[config.mk]
export PLATFORM = sky130hd
export DESIGN_NAME = mem_frame_arbiter_flat
export DESIGN_NICKNAME = d
export VERILOG_FILES = /design/src/rtl/mem_frame_arbiter_if.sv /design/src/rtl/mem_frame_arbiter.sv /design/src/flat_wrapper.sv
export SDC_FILE = /design/constraint.sdc
export NUM_CORES = 1
export LEC_CHECK = 0
export ABC_CLOCK_PERIOD_IN_PS = 3100
export BUFFER_PORTS_ARGS = -buffer_cell sky130_fd_sc_hd__buf_4
export CAP_MARGIN = 20
export CORE_UTILIZATION = 40
export DETAILED_ROUTE_END_ITERATION = 10
export GPL_TIMING_DRIVEN = 1
export PLACE_DENSITY = 0.72
export SETUP_SLACK_MARGIN = 0.02
export SYNTH_ARGS = -nofsm -noshare
export SYNTH_HDL_FRONTEND = slang
export SYNTH_SLANG_ARGS = --single-unit
export TNS_END_PERCENT = 1
[constraint.sdc]
create_clock -name i_clk -period 3.1 [get_ports i_clk]
set_clock_uncertainty 0.2 [all_clocks]
set_input_delay 0.465 -clock i_clk [delete_from_list [all_inputs] [get_ports i_clk]]
set_output_delay 0.465 -clock i_clk [all_outputs]
set_load 0.02 [all_outputs]
[src/rtl/mem_frame_arbiter_if.sv]
// Bus bundle between the three ingress FIFOs, the frame arbiter and the
// memory bank write port.
interface mem_frame_arbiter_if #(
    parameter int unsigned pPORT_WIDTH = 4,
    parameter int unsigned pDATA_W     = 32
);
    localparam int unsigned PortNumW = $clog2(pPORT_WIDTH);

    // Ingress side: bit0 = port 1, bit2 = port 3
    logic [2:0]          i_valid;
    logic [2:0]          o_ready;
    logic [pDATA_W-1:0]  i_data_port1;
    logic [pDATA_W-1:0]  i_data_port2;
    logic [pDATA_W-1:0]  i_data_port3;
    logic [1:0]          i_info_port1;
    logic [1:0]          i_info_port2;
    logic [1:0]          i_info_port3;
    logic [1:0]          i_extra_byte1;
    logic [1:0]          i_extra_byte2;
    logic [1:0]          i_extra_byte3;

    // Bank side
    logic                i_mem_full;
    logic [pDATA_W-1:0]  o_data;
    logic [PortNumW-1:0] o_port_num;
    logic                o_en_mem;
    logic [1:0]          o_info_port;
    logic [1:0]          o_extra_byte;
    logic                o_abort;
    logic [2:0]          o_drop;

    // Drives the ingress words and bank status; observes the arbiter
    modport master (
        output i_valid, i_data_port1, i_data_port2, i_data_port3,
        output i_info_port1, i_info_port2, i_info_port3,
        output i_extra_byte1, i_extra_byte2, i_extra_byte3, i_mem_full,
        input  o_ready, o_data, o_port_num, o_en_mem, o_info_port,
        input  o_extra_byte, o_abort, o_drop
    );

    // The arbiter itself
    modport slave (
        input  i_valid, i_data_port1, i_data_port2, i_data_port3,
        input  i_info_port1, i_info_port2, i_info_port3,
        input  i_extra_byte1, i_extra_byte2, i_extra_byte3, i_mem_full,
        output o_ready, o_data, o_port_num, o_en_mem, o_info_port,
        output o_extra_byte, o_abort, o_drop
    );
endinterface

[src/rtl/mem_frame_arbiter.sv]
// Frame-granular round-robin arbiter: one of three ingress ports owns the bank
// write port from SOF to EOF. A watchdog force-closes stalled frames with an
// aborted EOF, and orphan (non-SOF) words seen while idle are discarded.
module mem_frame_arbiter #(
    parameter int unsigned pPORT_WIDTH = 4,
    parameter int unsigned pDATA_W     = 32,
    parameter int unsigned pTIMEOUT    = 64
) (
    input logic                i_clk,
    input logic                i_reset,
    mem_frame_arbiter_if.slave bus
);
    localparam int unsigned PortNumW   = $clog2(pPORT_WIDTH);
    localparam logic [1:0]  InfoEof    = 2'b10;
    localparam logic [1:0]  InfoSof    = 2'b01;
    localparam logic [7:0]  TimeoutVal = 8'(pTIMEOUT);

    typedef enum logic [1:0] {StIdle, StGrant, StAbort} state_e;

    state_e              state_q, state_d;
    logic [1:0]          last_q, last_d;   // last granted port, 0-based
    logic [1:0]          gnt_q, gnt_d;     // port owning the current frame
    logic [7:0]          wdog_q, wdog_d;
    logic [2:0]          disc_q, disc_d;

    logic [pDATA_W-1:0]  data_arr  [3];
    logic [1:0]          info_arr  [3];
    logic [1:0]          extra_arr [3];
    logic [2:0]          valid, sof, cand;
    logic [2:0]          search_idx;
    logic                found;
    logic [1:0]          win;
    logic [2:0]          ready, drop;
    logic                wr, wr_abort;
    logic [1:0]          wr_sel;

    logic [pDATA_W-1:0]  data_q;
    logic [PortNumW-1:0] port_q;
    logic                en_q, abort_q;
    logic [1:0]          info_q, extra_q;
    logic [2:0]          drop_q;

    assign valid        = bus.i_valid;
    assign data_arr[0]  = bus.i_data_port1;
    assign data_arr[1]  = bus.i_data_port2;
    assign data_arr[2]  = bus.i_data_port3;
    assign info_arr[0]  = bus.i_info_port1;
    assign info_arr[1]  = bus.i_info_port2;
    assign info_arr[2]  = bus.i_info_port3;
    assign extra_arr[0] = bus.i_extra_byte1;
    assign extra_arr[1] = bus.i_extra_byte2;
    assign extra_arr[2] = bus.i_extra_byte3;

    // SOF-class heads (01/11) and the ports eligible to open a frame
    always_comb begin
        for (int n = 0; n < 3; n++) begin
            sof[n]  = info_arr[n][0];
            cand[n] = valid[n] & sof[n] & ~disc_q[n];
        end
    end

    // Round-robin search starting just after the last granted port
    always_comb begin
        found      = 1'b0;
        win        = last_q;
        search_idx = 3'd0;
        for (int k = 1; k <= 3; k++) begin
            search_idx = {1'b0, last_q} + 3'(k);
            if (search_idx >= 3'd3) begin
                search_idx = search_idx - 3'd3;
            end
            if (!found && cand[search_idx[1:0]]) begin
                found = 1'b1;
                win   = search_idx[1:0];
            end
        end
    end

    // Next-state, pop strobes and bank write selection
    always_comb begin
        state_d  = state_q;
        last_d   = last_q;
        gnt_d    = gnt_q;
        wdog_d   = wdog_q;
        disc_d   = disc_q;
        ready    = '0;
        drop     = '0;
        wr       = 1'b0;
        wr_abort = 1'b0;
        wr_sel   = gnt_q;

        // A fresh SOF ends a port's discard episode; it competes next cycle
        for (int n = 0; n < 3; n++) begin
            if (valid[n] && sof[n]) begin
                disc_d[n] = 1'b0;
            end
        end

        unique case (state_q)
            StIdle: begin
                // Orphan words are flushed regardless of bank fullness
                for (int n = 0; n < 3; n++) begin
                    if (valid[n] && !sof[n]) begin
                        ready[n] = 1'b1;
                        drop[n]  = 1'b1;
                    end
                end
                if (found && !bus.i_mem_full) begin
                    ready[win] = 1'b1;
                    wr         = 1'b1;
                    wr_sel     = win;
                    last_d     = win;
                    wdog_d     = 8'd0;
                    if (info_arr[win] == InfoSof) begin
                        state_d = StGrant;
                        gnt_d   = win;
                    end
                end
            end
            StGrant: begin
                if (valid[gnt_q] && sof[gnt_q]) begin
                    // New frame start inside a frame: close it as aborted
                    state_d = StAbort;
                end else if (valid[gnt_q]) begin
                    if (!bus.i_mem_full) begin
                        ready[gnt_q] = 1'b1;
                        wr           = 1'b1;
                        wr_sel       = gnt_q;
                        wdog_d       = 8'd0;
                        if (info_arr[gnt_q] == InfoEof) begin
                            state_d = StIdle;
                        end
                    end
                end else if (!bus.i_mem_full) begin
                    wdog_d = wdog_q + 8'd1;
                    if (wdog_d >= TimeoutVal) begin
                        state_d = StAbort;
                    end
                end
            end
            StAbort: begin
                if (!bus.i_mem_full) begin
                    wr            = 1'b1;
                    wr_abort      = 1'b1;
                    wr_sel        = gnt_q;
                    wdog_d        = 8'd0;
                    disc_d[gnt_q] = 1'b1;
                    state_d       = StIdle;
                end
            end
            default: state_d = StIdle;
        endcase

        if (i_reset) begin
            ready = '0;
        end
    end

    // Arbitration state registers
    always_ff @(posedge i_clk or posedge i_reset) begin
        if (i_reset) begin
            state_q <= StIdle;
            last_q  <= 2'd2;
            gnt_q   <= 2'd0;
            wdog_q  <= 8'd0;
            disc_q  <= '0;
        end else begin
            state_q <= state_d;
            last_q  <= last_d;
            gnt_q   <= gnt_d;
            wdog_q  <= wdog_d;
            disc_q  <= disc_d;
        end
    end

    // Registered bank write and drop pulses
    always_ff @(posedge i_clk or posedge i_reset) begin
        if (i_reset) begin
            data_q  <= '0;
            port_q  <= '0;
            en_q    <= 1'b0;
            info_q  <= 2'b00;
            extra_q <= 2'b00;
            abort_q <= 1'b0;
            drop_q  <= '0;
        end else begin
            en_q    <= wr;
            abort_q <= wr_abort;
            drop_q  <= drop;
            if (wr) begin
                port_q  <= PortNumW'(wr_sel) + PortNumW'(1);
                data_q  <= wr_abort ? '0 : data_arr[wr_sel];
                info_q  <= wr_abort ? InfoEof : info_arr[wr_sel];
                extra_q <= wr_abort ? 2'b00 : extra_arr[wr_sel];
            end
        end
    end

    assign bus.o_ready      = ready;
    assign bus.o_data       = data_q;
    assign bus.o_port_num   = port_q;
    assign bus.o_en_mem     = en_q;
    assign bus.o_info_port  = info_q;
    assign bus.o_extra_byte = extra_q;
    assign bus.o_abort      = abort_q;
    assign bus.o_drop       = drop_q;
endmodule

[src/flat_wrapper.sv]
// flat-port wrapper written by rule: the top's interface ports become plain ports
module mem_frame_arbiter_flat 
#(
    parameter int unsigned pPORT_WIDTH = 4,
    parameter int unsigned pDATA_W     = 32,
    parameter int unsigned pTIMEOUT    = 64
)
  (i_clk, i_reset, bus_i_valid, bus_i_data_port1, bus_i_data_port2, bus_i_data_port3, bus_i_info_port1, bus_i_info_port2, bus_i_info_port3, bus_i_extra_byte1, bus_i_extra_byte2, bus_i_extra_byte3, bus_i_mem_full, bus_o_ready, bus_o_data, bus_o_port_num, bus_o_en_mem, bus_o_info_port, bus_o_extra_byte, bus_o_abort, bus_o_drop);
  mem_frame_arbiter_if #(.pPORT_WIDTH(pPORT_WIDTH), .pDATA_W(pDATA_W)) bus_i ();
  input logic i_clk;
  input logic i_reset;
  input wire logic [$bits(bus_i.i_valid)-1:0] bus_i_valid;
  input wire logic [$bits(bus_i.i_data_port1)-1:0] bus_i_data_port1;
  input wire logic [$bits(bus_i.i_data_port2)-1:0] bus_i_data_port2;
  input wire logic [$bits(bus_i.i_data_port3)-1:0] bus_i_data_port3;
  input wire logic [$bits(bus_i.i_info_port1)-1:0] bus_i_info_port1;
  input wire logic [$bits(bus_i.i_info_port2)-1:0] bus_i_info_port2;
  input wire logic [$bits(bus_i.i_info_port3)-1:0] bus_i_info_port3;
  input wire logic [$bits(bus_i.i_extra_byte1)-1:0] bus_i_extra_byte1;
  input wire logic [$bits(bus_i.i_extra_byte2)-1:0] bus_i_extra_byte2;
  input wire logic [$bits(bus_i.i_extra_byte3)-1:0] bus_i_extra_byte3;
  input wire logic [$bits(bus_i.i_mem_full)-1:0] bus_i_mem_full;
  output wire logic [$bits(bus_i.o_ready)-1:0] bus_o_ready;
  output wire logic [$bits(bus_i.o_data)-1:0] bus_o_data;
  output wire logic [$bits(bus_i.o_port_num)-1:0] bus_o_port_num;
  output wire logic [$bits(bus_i.o_en_mem)-1:0] bus_o_en_mem;
  output wire logic [$bits(bus_i.o_info_port)-1:0] bus_o_info_port;
  output wire logic [$bits(bus_i.o_extra_byte)-1:0] bus_o_extra_byte;
  output wire logic [$bits(bus_i.o_abort)-1:0] bus_o_abort;
  output wire logic [$bits(bus_i.o_drop)-1:0] bus_o_drop;
  assign bus_i.i_valid = bus_i_valid;
  assign bus_i.i_data_port1 = bus_i_data_port1;
  assign bus_i.i_data_port2 = bus_i_data_port2;
  assign bus_i.i_data_port3 = bus_i_data_port3;
  assign bus_i.i_info_port1 = bus_i_info_port1;
  assign bus_i.i_info_port2 = bus_i_info_port2;
  assign bus_i.i_info_port3 = bus_i_info_port3;
  assign bus_i.i_extra_byte1 = bus_i_extra_byte1;
  assign bus_i.i_extra_byte2 = bus_i_extra_byte2;
  assign bus_i.i_extra_byte3 = bus_i_extra_byte3;
  assign bus_i.i_mem_full = bus_i_mem_full;
  assign bus_o_ready = bus_i.o_ready;
  assign bus_o_data = bus_i.o_data;
  assign bus_o_port_num = bus_i.o_port_num;
  assign bus_o_en_mem = bus_i.o_en_mem;
  assign bus_o_info_port = bus_i.o_info_port;
  assign bus_o_extra_byte = bus_i.o_extra_byte;
  assign bus_o_abort = bus_i.o_abort;
  assign bus_o_drop = bus_i.o_drop;
  mem_frame_arbiter #(.pPORT_WIDTH(pPORT_WIDTH), .pDATA_W(pDATA_W), .pTIMEOUT(pTIMEOUT)) u_core (.i_clk(i_clk), .i_reset(i_reset), .bus(bus_i));
endmodule
## Word-level counts from Yosys, hierarchy flattened

Cells that the tools add are included.

| operators by class | value |
|---|---|
| $add $sub $neg | 8 |
| magnitude comparators | 14 |
| eq/ne operators | 12 |
| multiplexer cells | 83 |
| bitwise logic cells | 14 |
| reductions and logical operators | 24 |

Operators by type and width:

| kind | number |
|---|---|
| two-way mux 32 bit | 3 |
| binary-select mux 32 bit (select 2 bit) | 1 |
| two-way mux 2 bit | 27 |
| two-way mux 8 bit | 5 |
| two-way mux 1 bit | 24 |
| two-way mux 3 bit | 8 |
| one-hot mux 8 bit (3 select lines) | 1 |
| binary-select mux 2 bit (select 2 bit) | 4 |
| less-than comparator 2 x 3 -> 1 bit, second input constant | 5 |
| logical AND 1 bit | 12 |
| binary-select mux 1 bit (select 2 bit) | 5 |
| >= comparator 3 x 2 -> 1 bit, second input constant | 3 |
| >= comparator 3 bit, second input constant | 3 |
| NOT 2 -> 3 bit | 3 |
| adder 8 x 1 -> 8 bit, second input constant | 1 |
| >= comparator 8 x 7 -> 1 bit, second input constant | 1 |
| adder 2 x 2 -> 3 bit, second input constant | 2 |
| bitwise AND 1 bit | 6 |
| logical NOT 1 bit | 6 |
| != test 3 x 2 -> 1 bit, second input constant | 2 |
| bitwise OR 3 bit | 2 |
| one-hot mux 2 bit (3 select lines) | 1 |
| one-hot mux 3 bit (2 select lines) | 1 |
| AND reduction 6 bit | 1 |
| other kinds (18) | 28 |

| storage, ports and cells | value |
|---|---|
| register bits after elaboration | 60 |
| input port bits | 114 |
| output and inout bits | 46 |

## Logic depth before layout (Yosys ltp)

Gate-level depths: netlist (run 1).

| depth | value |
|---|---|
| depth after elaboration | 20 |
| gate-level depth with buffers | 12 |

## Worst setup path after synthesis (run 1)

Ideal clock, no wire load.

| path | value |
|---|---|
| path type | in2out |
| start | in i_reset |
| end | out bus_o_ready[2] |
| data arrival time | 2.576 ns |
| data required time | 2.435 ns |
| slack | -0.141 ns |
| cell stages on the path | 3 |
| buffers on the path | 0 |
| cells stage by stage | inv_1 o21ai_0 a21oi_1 |

| between the ends | value |
|---|---|
| word-level cells in the longest chain between the ends | 1 |

RTL lines:

| what | RTL line | RTL |
|---|---|---|
| from (decl) | flat_wrapper.sv:11 | `input logic i_reset;` |
| two-way mux 3 bit | mem_frame_arbiter.sv:154 | `if (i_reset) begin` |
| to (decl) | flat_wrapper.sv:23 | `output wire logic [$bits(bus_i.o_ready)-1:0] bus_o_ready;` |

Every way passes these cells.

## Final worst setup path (run 1)

| path | value |
|---|---|
| start | reg u_core.last_q[1] |
| end | out bus_o_ready[2] |

| between the ends | value |
|---|---|
| word-level cells in the longest chain between the ends | 20 |
| elaborated cells on any way between the ends | 38 |
| classes of those cells | add/sub (6); order compare (5); mux (20); bitwise (1); reduce/logical (6) |

RTL lines:

| what | RTL line | RTL |
|---|---|---|
| from (decl) | mem_frame_arbiter.sv:21 | `logic [1:0] last_q, last_d;` |
| from (signal assigned) | mem_frame_arbiter.sv:169 | `last_q <= last_d;` |
| adder 2 x 1 -> 3 bit | mem_frame_arbiter.sv:68 | `search_idx = {1'b0, last_q} + 3'(k);` |
| >= comparator 3 x 2 -> 1 bit / subtractor 2 bit (equally long branches) | mem_frame_arbiter.sv:69, mem_frame_arbiter.sv:70 |  |
| two-way mux 2 bit | mem_frame_arbiter.sv:69 | `if (search_idx >= 3'd3) begin` |
| binary-select mux 1 bit (select 2 bit) | mem_frame_arbiter.sv:72 | `if (!found && cand[search_idx[1:0]]) begin` |
| two-way mux 1 bit (not written as such) | mem_frame_arbiter.sv:72 |  |
| two-way mux 1 bit | mem_frame_arbiter.sv:72 |  |
| logical NOT 1 bit | mem_frame_arbiter.sv:72 |  |
| logical AND 1 bit | mem_frame_arbiter.sv:72 |  |
| (+4 left out) | - |  |
| less-than comparator 2 x 3 -> 1 bit (not written as such) / >= comparator 2 x 1 -> 1 bit (equally long branches) | mem_frame_arbiter.sv:109 | `ready[win] = 1'b1;` |
| logical AND 1 bit (not written as such) | mem_frame_arbiter.sv:109 |  |
| two-way mux 1 bit (not written as such) | mem_frame_arbiter.sv:109 |  |
| demux 1 bit (select 2 bit) | - |  |
| bitwise OR 3 bit (no line) | - |  |
| two-way mux 3 bit * | mem_frame_arbiter.sv:108 | `if (found && !bus.i_mem_full) begin` |
| one-hot mux 3 bit (2 select lines) * | mem_frame_arbiter.sv:99 | `unique case (state_q)` |
| two-way mux 3 bit * | mem_frame_arbiter.sv:154 |  |

Mark *: on every way between the ends. The rest lies on a longest branch, timed or not. The select of a mux whose other input is x is not followed.

==> results.sh, run 1 <==
export IMPL_startpoint="u_core.last_q[1]"
export IMPL_cp_data_arrival_time_ns=2.54
export IMPL_grt_pass1_wl_mm=18.1
export IMPL_ff2ff_path_depth=11
export IMPL_synthAdderAreaFrac_pct=2.70
export IMPL_power_mw=5.50
export IMPL_start_kind="register"
export IMPL_slew_violations=0
export IMPL_tns_ns=-0.588
export IMPL_cts_sink_count=60
export IMPL_clkPwrFrac_pct=14.7
export IMPL_h_tree_depth=3
export IMPL_drt_wl_total_mm=11.6
export IMPL_period_needed_ns=3.20
export IMPL_placed_area_um2=5080
export IMPL_cts_buffers=9
export IMPL_avgSynthCellArea_um2=9.98
export IMPL_preCtsSetupSlack_ns=-0.0109
export IMPL_antenna_cells=0
export IMPL_fin_hold_ws_ns=0.142
export IMPL_synth_seq_area_share_pct=40.6
export IMPL_reg2reg_to="u_core.gnt_q[0]"
export IMPL_finalWorstSetupSlack_ns=-0.101
export IMPL_dieArea_um2=9640
export IMPL_synth_top_area_share_pct=39.9
export IMPL_synthMuxAreaShare_pct=11.7
export IMPL_drv_cap=0
export IMPL_ir_worst_vdd_v=0.000405
export IMPL_cp_max_fo=9
export IMPL_synth_top_family_by_area="compound AO/OA/AOI/OAI gates"
export IMPL_synth_compound_area_share_pct=25.9
export IMPL_cts_root_buf="clkbuf_8"
export IMPL_clk_pin_slew_worst_paths_ns=0.07
export IMPL_area_delta_synth_final_pct=48.6
export IMPL_core_area_um2=8850
export IMPL_vias=3719
export IMPL_worst_slew_pin_slew_ns=0.757
export IMPL_synth_common_cells="59 x dfrtp_1, 46 x o21ai_0, 38 x mux2i_1"
export IMPL_cp_end_kind="output port"
export IMPL_start_util_pct=41.8
export IMPL_finalInstanceArea_um2=5500
export IMPL_intPower_mw=3.11
export IMPL_ys_ff_latch=60
export IMPL_syn_num_nets=493
export IMPL_hold_class="input pin to register"
export IMPL_synth_cells=371
export IMPL_clk_latency_ns=0.34
export IMPL_yosysTopAreaCell="dfrtp_1"
export IMPL_synth_edf_count=0
export IMPL_via_per_inst=5.65
export IMPL_violations="design-rule violations, negative setup slack"
export IMPL_worstPathRequired_ns=2.43
export IMPL_track_usage_pct=23.7
export IMPL_layout_drive_gt1_share_pct=44.4
export IMPL_finalNetCount=667
export IMPL_rsz0062_at_grt="yes"
export IMPL_io_pins=160
export IMPL_ys_async_sr_fraction_pct=100
export IMPL_ys_top_cells_by_area="dfrtp_1 40%, mux2i_1 10%, a22oi_1 7.1%"
export IMPL_drc=6
export IMPL_grt_overflow_total=0
export IMPL_synth_distinct_cells=63
export IMPL_chipHeight_um=98.2
export IMPL_clockBufferDepth=2
export IMPL_wl_per_cell_um=17.6
export IMPL_p_leak_nw=2.58
export IMPL_r2r_start="u_core.last_q[1]"
export IMPL_synth_simple_area_share_pct=12.9
export IMPL_hpwl_mm=8.40
export IMPL_yosys_warnings=0
export IMPL_grt_pass1_vias=3640
export IMPL_max_freq_ghz=0.312
export IMPL_period_share_pct=103
export IMPL_route_antenna_remaining_nets=0
export IMPL_rows=34
export IMPL_syn_area_um2=3700
export IMPL_drt_iter0_drc=137
export IMPL_antenna_found_initial=0
export IMPL_place_congestion=0.948
export IMPL_status="complete, but fails checks"
export IMPL_hold_viol=0
export IMPL_endpoint="bus_o_ready[2]"
export IMPL_cts_tree="built"
export IMPL_die_x_um=98.2
export IMPL_crit_type="register to output port"
export IMPL_grt_max_degree=61
export IMPL_power_share_combinational_pct=61.2
export IMPL_power_switching_mw=2.39
export IMPL_synthMostInstantiatedCell="dfrtp_1"
export IMPL_r2r_setup_slack_ns=-0.10
export IMPL_first_pass_iters=8
export IMPL_p_seq_share_pct=24.1
export IMPL_switching_share_pct=43.4
export IMPL_synthFlopType="dfrtp_1"
export IMPL_power_density_nw_per_um2=1000
export IMPL_io_buffers=159
export IMPL_synth_xor_area_share_pct=0.473
export IMPL_slew_headroom_pct=49.5
export IMPL_setup_viol=13
worst max-delay path, stage by stage (launching register included):
cell and delay, ns:
dfstp_2 0.54, inv_2 0.06, ha_4 0.19, nor4bb_4 0.28, o21ai_2 0.09, buf_4 0.14, o2111ai_1 0.15, o311ai_4 0.19
or2_4 0.29, a21oi_4 0.13, buf_6 0.13
through the flow:
| step | std cells | util, % |
|---|---|---|
| after floorplan | 371 | - |
| after global placement | 633 | 57.4 |
| after detailed placement | 633 | 57.4 |
| after CTS | 654 | 61.2 |
| after global routing | 658 | 62.2 |
| final | 658 | 62.2 |
worst min-delay path by stage:
stage	slack [ns]	startpoint	cells after the start	end
after CTS	0.13	bus_i_data_port3[18]	3	u_core.bus.o_data[18]
after global routing	0.15	bus_i_data_port3[15]	3	u_core.bus.o_data[15]
final	0.14	bus_i_data_port3[5]	3	u_core.bus.o_data[5]
after detailed placement	0.29	u_core.bus.o_port_num[0]	2	u_core.bus.o_port_num[0]
after floorplan	0.29	u_core.disc_q[0]	1	u_core.disc_q[0]
after global placement	0.26	u_core.bus.o_port_num[0]	2	u_core.bus.o_port_num[0]
logic make-up after synthesis:
group                      after synthesis
muxes                                   42
DFF                                     60
buffers and inverters                   39
adders and majority gates                8
AOI/OAI and AO/OA                      139
and+or+nand+nor                         81
xor gates and xnor gates                 2
registers in the layout, summed over array words and instances, names as in the netlist:
register	cells
u_core.bus.o_abort	1
u_core.bus.o_data	32
u_core.bus.o_drop	3
u_core.disc_q	3
u_core.bus.o_info_port	2
u_core.bus.o_en_mem	1
u_core.state_q	2
u_core.wdog_q	8
u_core.gnt_q	2
u_core.last_q	2
u_core.bus.o_port_num	2
u_core.bus.o_extra_byte	2
cell usage in the layout, fill, tap and decap left out, types with 3 or more instances in the layout:
cell,count
ha_1,5
o21ai_0,41
a22oi_1,35
nand3b_1,4
nand3_1,13
o21ai_1,18
or2_4,3
buf_12,3
dfrtp_1,59
and3_1,3
a21oi_1,10
buf_4,180
inv_1,13
clkbuf_8,10
buf_6,3
a22o_1,3
mux2i_1,36
and2_1,3
and4b_1,3
nor2_1,10
ha_4,3
o21a_1,3
nor2_2,3
a221oi_2,3
nand2_1,20
power by group through the flow:
stage          Clock, mW  Combinational [mW]  Sequential, mW
5_1_grt            0.856                3.60            1.36
4_1_cts            0.823                3.22            1.32
3_5_place_dp           0                3.07            1.32
2_1_floorplan          0                1.76            1.55
3_3_place_gp           0                3.01            1.31
6_report           0.812                3.37            1.32
metal layers:
| metal | vias to the layer above | track usage (%) | share of wire, % |
|---|---|---|---|
| met1 | 1779 | 30.4 | 41 |
| met4 | 0 | 7.92 | 2.3 |
| met2 | 162 | 40.8 | 50 |
| met3 | 25 | 3.51 | 5.8 |
| li1 | 1753 | - | - |
| met5 | - | 0 | 0 |
area by class of cell:
class,count,area [um2]
clock inverter,6,86.3
clock buffer,10,138
tap,108,135
inverter,16,63.8
sequential,60,1500
fill,745,3350
timing repair buffer,186,1450
multi-input combinational,272,2130
timing repair:
item / 4_1_cts / 5_1_grt
endpoints found under the setup margin: 18 / 30
setup buffers: 5 / 4
pin swaps: 13 / 9
hold buffers: 0 / 0
gates resized for setup: 18 / 15
No activity file was read; power rests on OpenSTA's default activity.
==> inputs of run 2 (changes only) <==
--- a/constraint.sdc
+++ b/constraint.sdc
@@ -3,3 +3,3 @@
 set_input_delay 0.465 -clock i_clk [delete_from_list [all_inputs] [get_ports i_clk]]
 set_output_delay 0.465 -clock i_clk [all_outputs]
-set_load 0.02 [all_outputs]
+set_load 0.005 [all_outputs]
==> run 2 against run 1 <==
Compared with the run above:
- the run still ends with design-rule violations, negative setup slack left
- via count rose by 0.24%
- utilization fell by 0.34 points
- design area fell by 0.55%
- combinational power fell by 8.6%
- die area did not move
- register-to-register slack got worse by 0.02 ns
- sequential share of layout area rose by 0.15 points
- critical path type unchanged
- largest cell class unchanged
==> results.sh, run 2 (same netlist as run 1, synthesis figures left out) <==
export IMPL_period_needed_ns=3.30
export IMPL_start_kind="register"
export IMPL_antenna_cells=0
export IMPL_clk_latency_ns=0.34
export IMPL_worstPathRequired_ns=2.43
export IMPL_grt_overflow_total=0
export IMPL_ir_worst_vdd_v=0.000521
export IMPL_io_pins=160
export IMPL_hold_class="input pin to register"
export IMPL_rows=34
export IMPL_cts_root_buf="clkbuf_8"
export IMPL_finalWorstSetupSlack_ns=-0.196
export IMPL_hold_viol=0
export IMPL_cp_end_kind="output port"
export IMPL_holdBufCountCts=0
export IMPL_hpwl_mm=8.45
export IMPL_core_area_um2=8850
export IMPL_finalNetCount=665
export IMPL_vias=3728
export IMPL_seq_area_um2=1500
export IMPL_via_per_inst=5.68
export IMPL_worst_slew_pin_slew_ns=0.779
export IMPL_clk_pin_slew_worst_paths_ns=0.08
export IMPL_cts_buffers=9
export IMPL_drt_iter0_drc=175
export IMPL_dieArea_um2=9640
export IMPL_first_pass_iters=8
export IMPL_placed_area_um2=5050
export IMPL_violations="design-rule violations, negative setup slack"
export IMPL_grt_max_degree=61
export IMPL_wl_per_cell_um=17.6
export IMPL_final_cell_mix="178 x buf_4, 59 x dfrtp_1, 44 x o21ai_0"
export IMPL_fin_hold_ws_ns=0.148
export IMPL_grt_pass1_vias=3685
export IMPL_power_density_nw_per_um2=923
export IMPL_fillCellCount=755
export IMPL_multi_input_area_um2=2140
export IMPL_antenna_found_initial=0
export IMPL_setup_viol=5
export IMPL_place_congestion=0.923
export IMPL_crit_type="register to output port"
export IMPL_period_share_pct=106
export IMPL_chipHeight_um=98.2
export IMPL_p_leak_nw=2.56
export IMPL_power_mw=5.05
export IMPL_mostFrequentLayoutCell="buf_4"
export IMPL_track_usage_pct=23.5
export IMPL_status="complete, but fails checks"
export IMPL_drc=6
export IMPL_grt_pass1_wl_mm=18.0
export IMPL_io_buffers=159
export IMPL_slew_headroom_pct=48.0
export IMPL_die_x_um=98.2
export IMPL_cts_tree="built"
export IMPL_finalInstanceArea_um2=5470
export IMPL_drv_cap=0
export IMPL_fin_util_pct=61.8
export IMPL_layout_drive_gt1_share_pct=44.3
export IMPL_area_delta_synth_final_pct=47.8
export IMPL_slew_violations=0
export IMPL_max_freq_ghz=0.303
export IMPL_cp_max_fo=5
export IMPL_preCtsSetupSlack_ns=-0.0729
export IMPL_start_util_pct=41.8
export IMPL_drt_wl_total_mm=11.6
export IMPL_cp_data_arrival_time_ns=2.63
export IMPL_route_antenna_remaining_nets=0
export IMPL_rsz0062_at_grt="yes"
export IMPL_largest_register_ffs=32
export IMPL_clockBufferDepth=2
export IMPL_h_tree_depth=3
export IMPL_cts_sink_count=60
[run 2: changes by cell type in the layout (fill, tap and decap cells not counted), moves of 2 or more]
cell / before / now
inv_4: 0 / 2
mux2i_2: 2 / 0
buf_4: 180 / 178
bufinv_16: 2 / 0
mux2i_1: 36 / 38
o21ai_1: 18 / 14
o21ai_0: 41 / 44
[run 2: what timing repair did]
| action | 4_1_cts | 5_1_grt |
|---|---|---|
| cloned | 0 | 0 |
| pin swaps | 10 | 7 |
| endpoints found under the setup margin | 23 | 44 |
| buffers inserted | 5 | 5 |
| resized for setup | 18 | 19 |
| hold endpoints to repair | 0 | 0 |
[run 2: path summary, 6_finish.rpt]
path | from | end | slack [ns] | depth (start not counted)
worst max-delay path | u_core.last_q[1] | bus_o_ready[1] | -0.20 | 10
worst min-delay path | bus_i_data_port3[3] | u_core.bus.o_data[3] | 0.15 | 3
worst max register to register | u_core.last_q[1] | u_core.gnt_q[0] | -0.12 | 9
worst min register to register | u_core.bus.o_port_num[0] | u_core.bus.o_port_num[0] | 0.28 | 2
max in group asynchronous | i_reset | u_core.wdog_q[7] | 2.02 | 3
min in group asynchronous | i_reset | u_core.last_q[0] | 0.16 | 3
[run 2: through the flow]
stage               cells  setup TNS [ns]
floorplan             371               0
global placement      630               0
detailed placement    630          -0.102
CTS                   651          -0.361
global route          656           -1.42
finish                656          -0.653
[run 2: cell type report]
cell class / instances / share of cell area, %
clock buffers: 10 / 2.52
clock inverters: 6 / 0.709
inverters: 16 / 1.19
multi-input cells: 272 / 39.2
flip-flops and latches: 60 / 27.5
well taps: 108 / 2.47
repair buffers: 184 / 26.4
[run 2: report_power, final]
part	internal, mW	switching, mW
clock network	0.310	0.331
registers	1.09	0.240
logic	1.54	1.54
total	2.94	2.11
[run 2: metal layers]
| layer | global-route usage (%) | wire (um) | up-vias |
|---|---|---|---|
| met5 | 0 | 0 | - |
| met4 | 7.35 | 180 | 0 |
| met3 | 5.37 | 772 | 22 |
| met2 | 40.7 | 5990 | 167 |
| met1 | 29.0 | 4610 | 1786 |
| li1 | - | - | 1753 |
[run 2: critical path: stages (launching register included)]
cell      delay [ns]
dfstp_2         0.59
buf_6           0.12
ha_4            0.14
and4bb_2        0.26
o21ai_2         0.20
o2111a_2        0.29
nor2_2          0.07
buf_6           0.13
a221oi_4        0.27
nor2_1          0.07
buf_4           0.15
==> inputs of run 3 (changes only) <==
BUFFER_PORTS_ARGS = -buffer_cell sky130_fd_sc_hd__buf_2   (was -buffer_cell sky130_fd_sc_hd__buf_4)
==> run 3 against run 2 <==
Compared with the run above:
- the run ends with negative setup slack left
- register-to-register slack better by 0.17 ns
- highest routed layer unchanged
- utilization down 5.3 points
- sequential share of layout area up 2.6 points
==> results.sh, run 3 (same netlist as run 1, synthesis figures left out) <==
export IMPL_clkPwrFrac_pct=15.1
export IMPL_start_util_pct=41.8
export IMPL_dieArea_um2=9640
export IMPL_hold_class="input pin to asynchronous set/reset pin"
export IMPL_mostFrequentLayoutCell="buf_2"
export IMPL_power_share_combinational_pct=57.5
export IMPL_slew_violations=0
export IMPL_drc=0
export IMPL_crit_type="register to output port"
export IMPL_drv_cap=0
export IMPL_max_freq_ghz=0.313
export IMPL_clockBufferDepth=2
export IMPL_period_share_pct=103
export IMPL_drt_iter0_drc=140
export IMPL_first_pass_iters=7
export IMPL_core_area_um2=8850
export IMPL_p_seq_share_pct=27.4
export IMPL_p_leak_nw=2.43
export IMPL_grt_max_degree=61
export IMPL_holdBufCountCts=0
export IMPL_final_cells=653
export IMPL_layout_drive_gt1_share_pct=43.1
export IMPL_grt_pass1_wl_mm=17.4
export IMPL_hold_viol=0
export IMPL_wl_per_cell_um=16.5
export IMPL_power_switching_mw=2.02
export IMPL_tns_ns=-0.251
export IMPL_intPower_mw=2.78
export IMPL_chipHeight_um=98.2
export IMPL_io_pins=160
export IMPL_hpwl_mm=7.85
export IMPL_clk_latency_ns=0.34
export IMPL_antenna_cells=0
export IMPL_io_buffers=159
export IMPL_drt_wl_total_mm=10.8
export IMPL_place_congestion=0.892
export IMPL_grt_pass1_vias=3574
export IMPL_clk_pin_slew_worst_paths_ns=0.07
export IMPL_die_x_um=98.2
export IMPL_cp_end_kind="output port"
export IMPL_cts_sink_count=60
export IMPL_antenna_found_initial=0
export IMPL_worstPathRequired_ns=2.43
export IMPL_finalWorstSetupSlack_ns=-0.0929
export IMPL_power_density_nw_per_um2=959
export IMPL_vias=3632
export IMPL_switching_share_pct=42.1
export IMPL_largest_register_ffs=32
export IMPL_via_per_inst=5.56
export IMPL_cts_buffers=9
export IMPL_start_kind="register"
export IMPL_track_usage_pct=22.8
export IMPL_status="complete, but fails checks"
export IMPL_rows=34
export IMPL_cts_tree="built"
export IMPL_rsz0062_at_grt="yes"
export IMPL_area_delta_synth_final_pct=35.0
export IMPL_violations="negative setup slack"
export IMPL_period_needed_ns=3.19
export IMPL_dp_cells=633
export IMPL_cp_max_fo=6
export IMPL_slew_headroom_pct=48.7
export IMPL_cp_data_arrival_time_ns=2.53
export IMPL_worst_slew_pin_slew_ns=0.770
export IMPL_ff2ff_path_depth=9
export IMPL_grt_overflow_total=0
export IMPL_finalNetCount=662
export IMPL_setup_viol=3
export IMPL_cts_root_buf="clkbuf_8"
export IMPL_h_tree_depth=3
export IMPL_fin_util_pct=56.5
export IMPL_final_cell_mix="159 x buf_2, 59 x dfrtp_1, 44 x o21ai_0"
export IMPL_power_mw=4.80
export IMPL_ir_worst_vdd_v=0.000423
export IMPL_route_antenna_remaining_nets=0
[run 3: cell count changes in the layout (fill, tap and decap cells not counted), moves of 2 or more]
cell / change
buf_4: -160
inv_2: +2
buf_2: +159
inv_4: -2
nor4bb_4: -2
nor4bb_2: +2
[run 3: repair_timing]
item	CTS	global route
gates resized for setup	20	4
setup buffers	3	1
pin swaps	6	1
setup endpoints to repair	37	4
[run 3: per-stage QoR]
step                      cell area, um2  hold WS [ns]  setup WS (ns)
after global placement              4660         0.273         0.0577
after floorplan                     3700         0.273         0.0639
after CTS                           4970         0.136        -0.0702
final                               5000         0.146        -0.0929
after detailed placement            4660         0.279        -0.0553
after global routing                5000         0.139         -0.200
[run 3: critical path, stage by stage, from the launching register on]
cell	delay, ns
dfstp_2	0.56
inv_2	0.07
ha_4	0.24
buf_4	0.15
nand3_1	0.06
o32ai_1	0.07
o21ai_1	0.25
nand2_1	0.14
buf_4	0.18
a221oi_2	0.27
nor2_1	0.05
buf_2	0.14
[run 3: layout make-up]
cell class | count | area [um2]
fill | 786 | 3850
multi-input combinational | 272 | 2100
sequential | 60 | 1500
timing repair buffer | 181 | 1000
clock buffer | 10 | 138
tap | 108 | 135
clock inverter | 6 | 63.8
inverter | 16 | 60.1
[run 3: path summary, 6_finish.rpt]
kind                                     startpoint                  endpoint  slack, ns
setup / recovery                   u_core.last_q[1]            bus_o_ready[1]      -0.09
max in group asynchronous                   i_reset          u_core.disc_q[2]       2.04
setup reg to reg                   u_core.last_q[1]           u_core.gnt_q[0]       0.05
min in group i_clk             bus_i_data_port3[18]     u_core.bus.o_data[18]       0.15
hold reg to reg            u_core.bus.o_port_num[1]  u_core.bus.o_port_num[1]       0.28
hold / removal                              i_reset           u_core.gnt_q[1]       0.15
[run 3: metal layers]
layer / vias up / share of wire, % / GRT usage (%) / routed length (um)
met4: 0 / 2.9 / 9.99 / 308
met2: 145 / 49 / 37.7 / 5230
li1: 1741 / - / - / -
met1: 1716 / 44 / 28.3 / 4700
met5: - / 0 / 0 / 0
met3: 30 / 5.0 / 5.58 / 542
[run 3: power by group through the flow]
stage / Sequential (mW) / Combinational [mW] / Clock [mW]
final: 1.32 / 2.76 / 0.722
after global routing: 1.36 / 3.01 / 0.778
after CTS: 1.31 / 2.70 / 0.736
after detailed placement: 1.31 / 2.56 / 0
after global placement: 1.31 / 2.50 / 0
after floorplan: 1.28 / 1.74 / 0
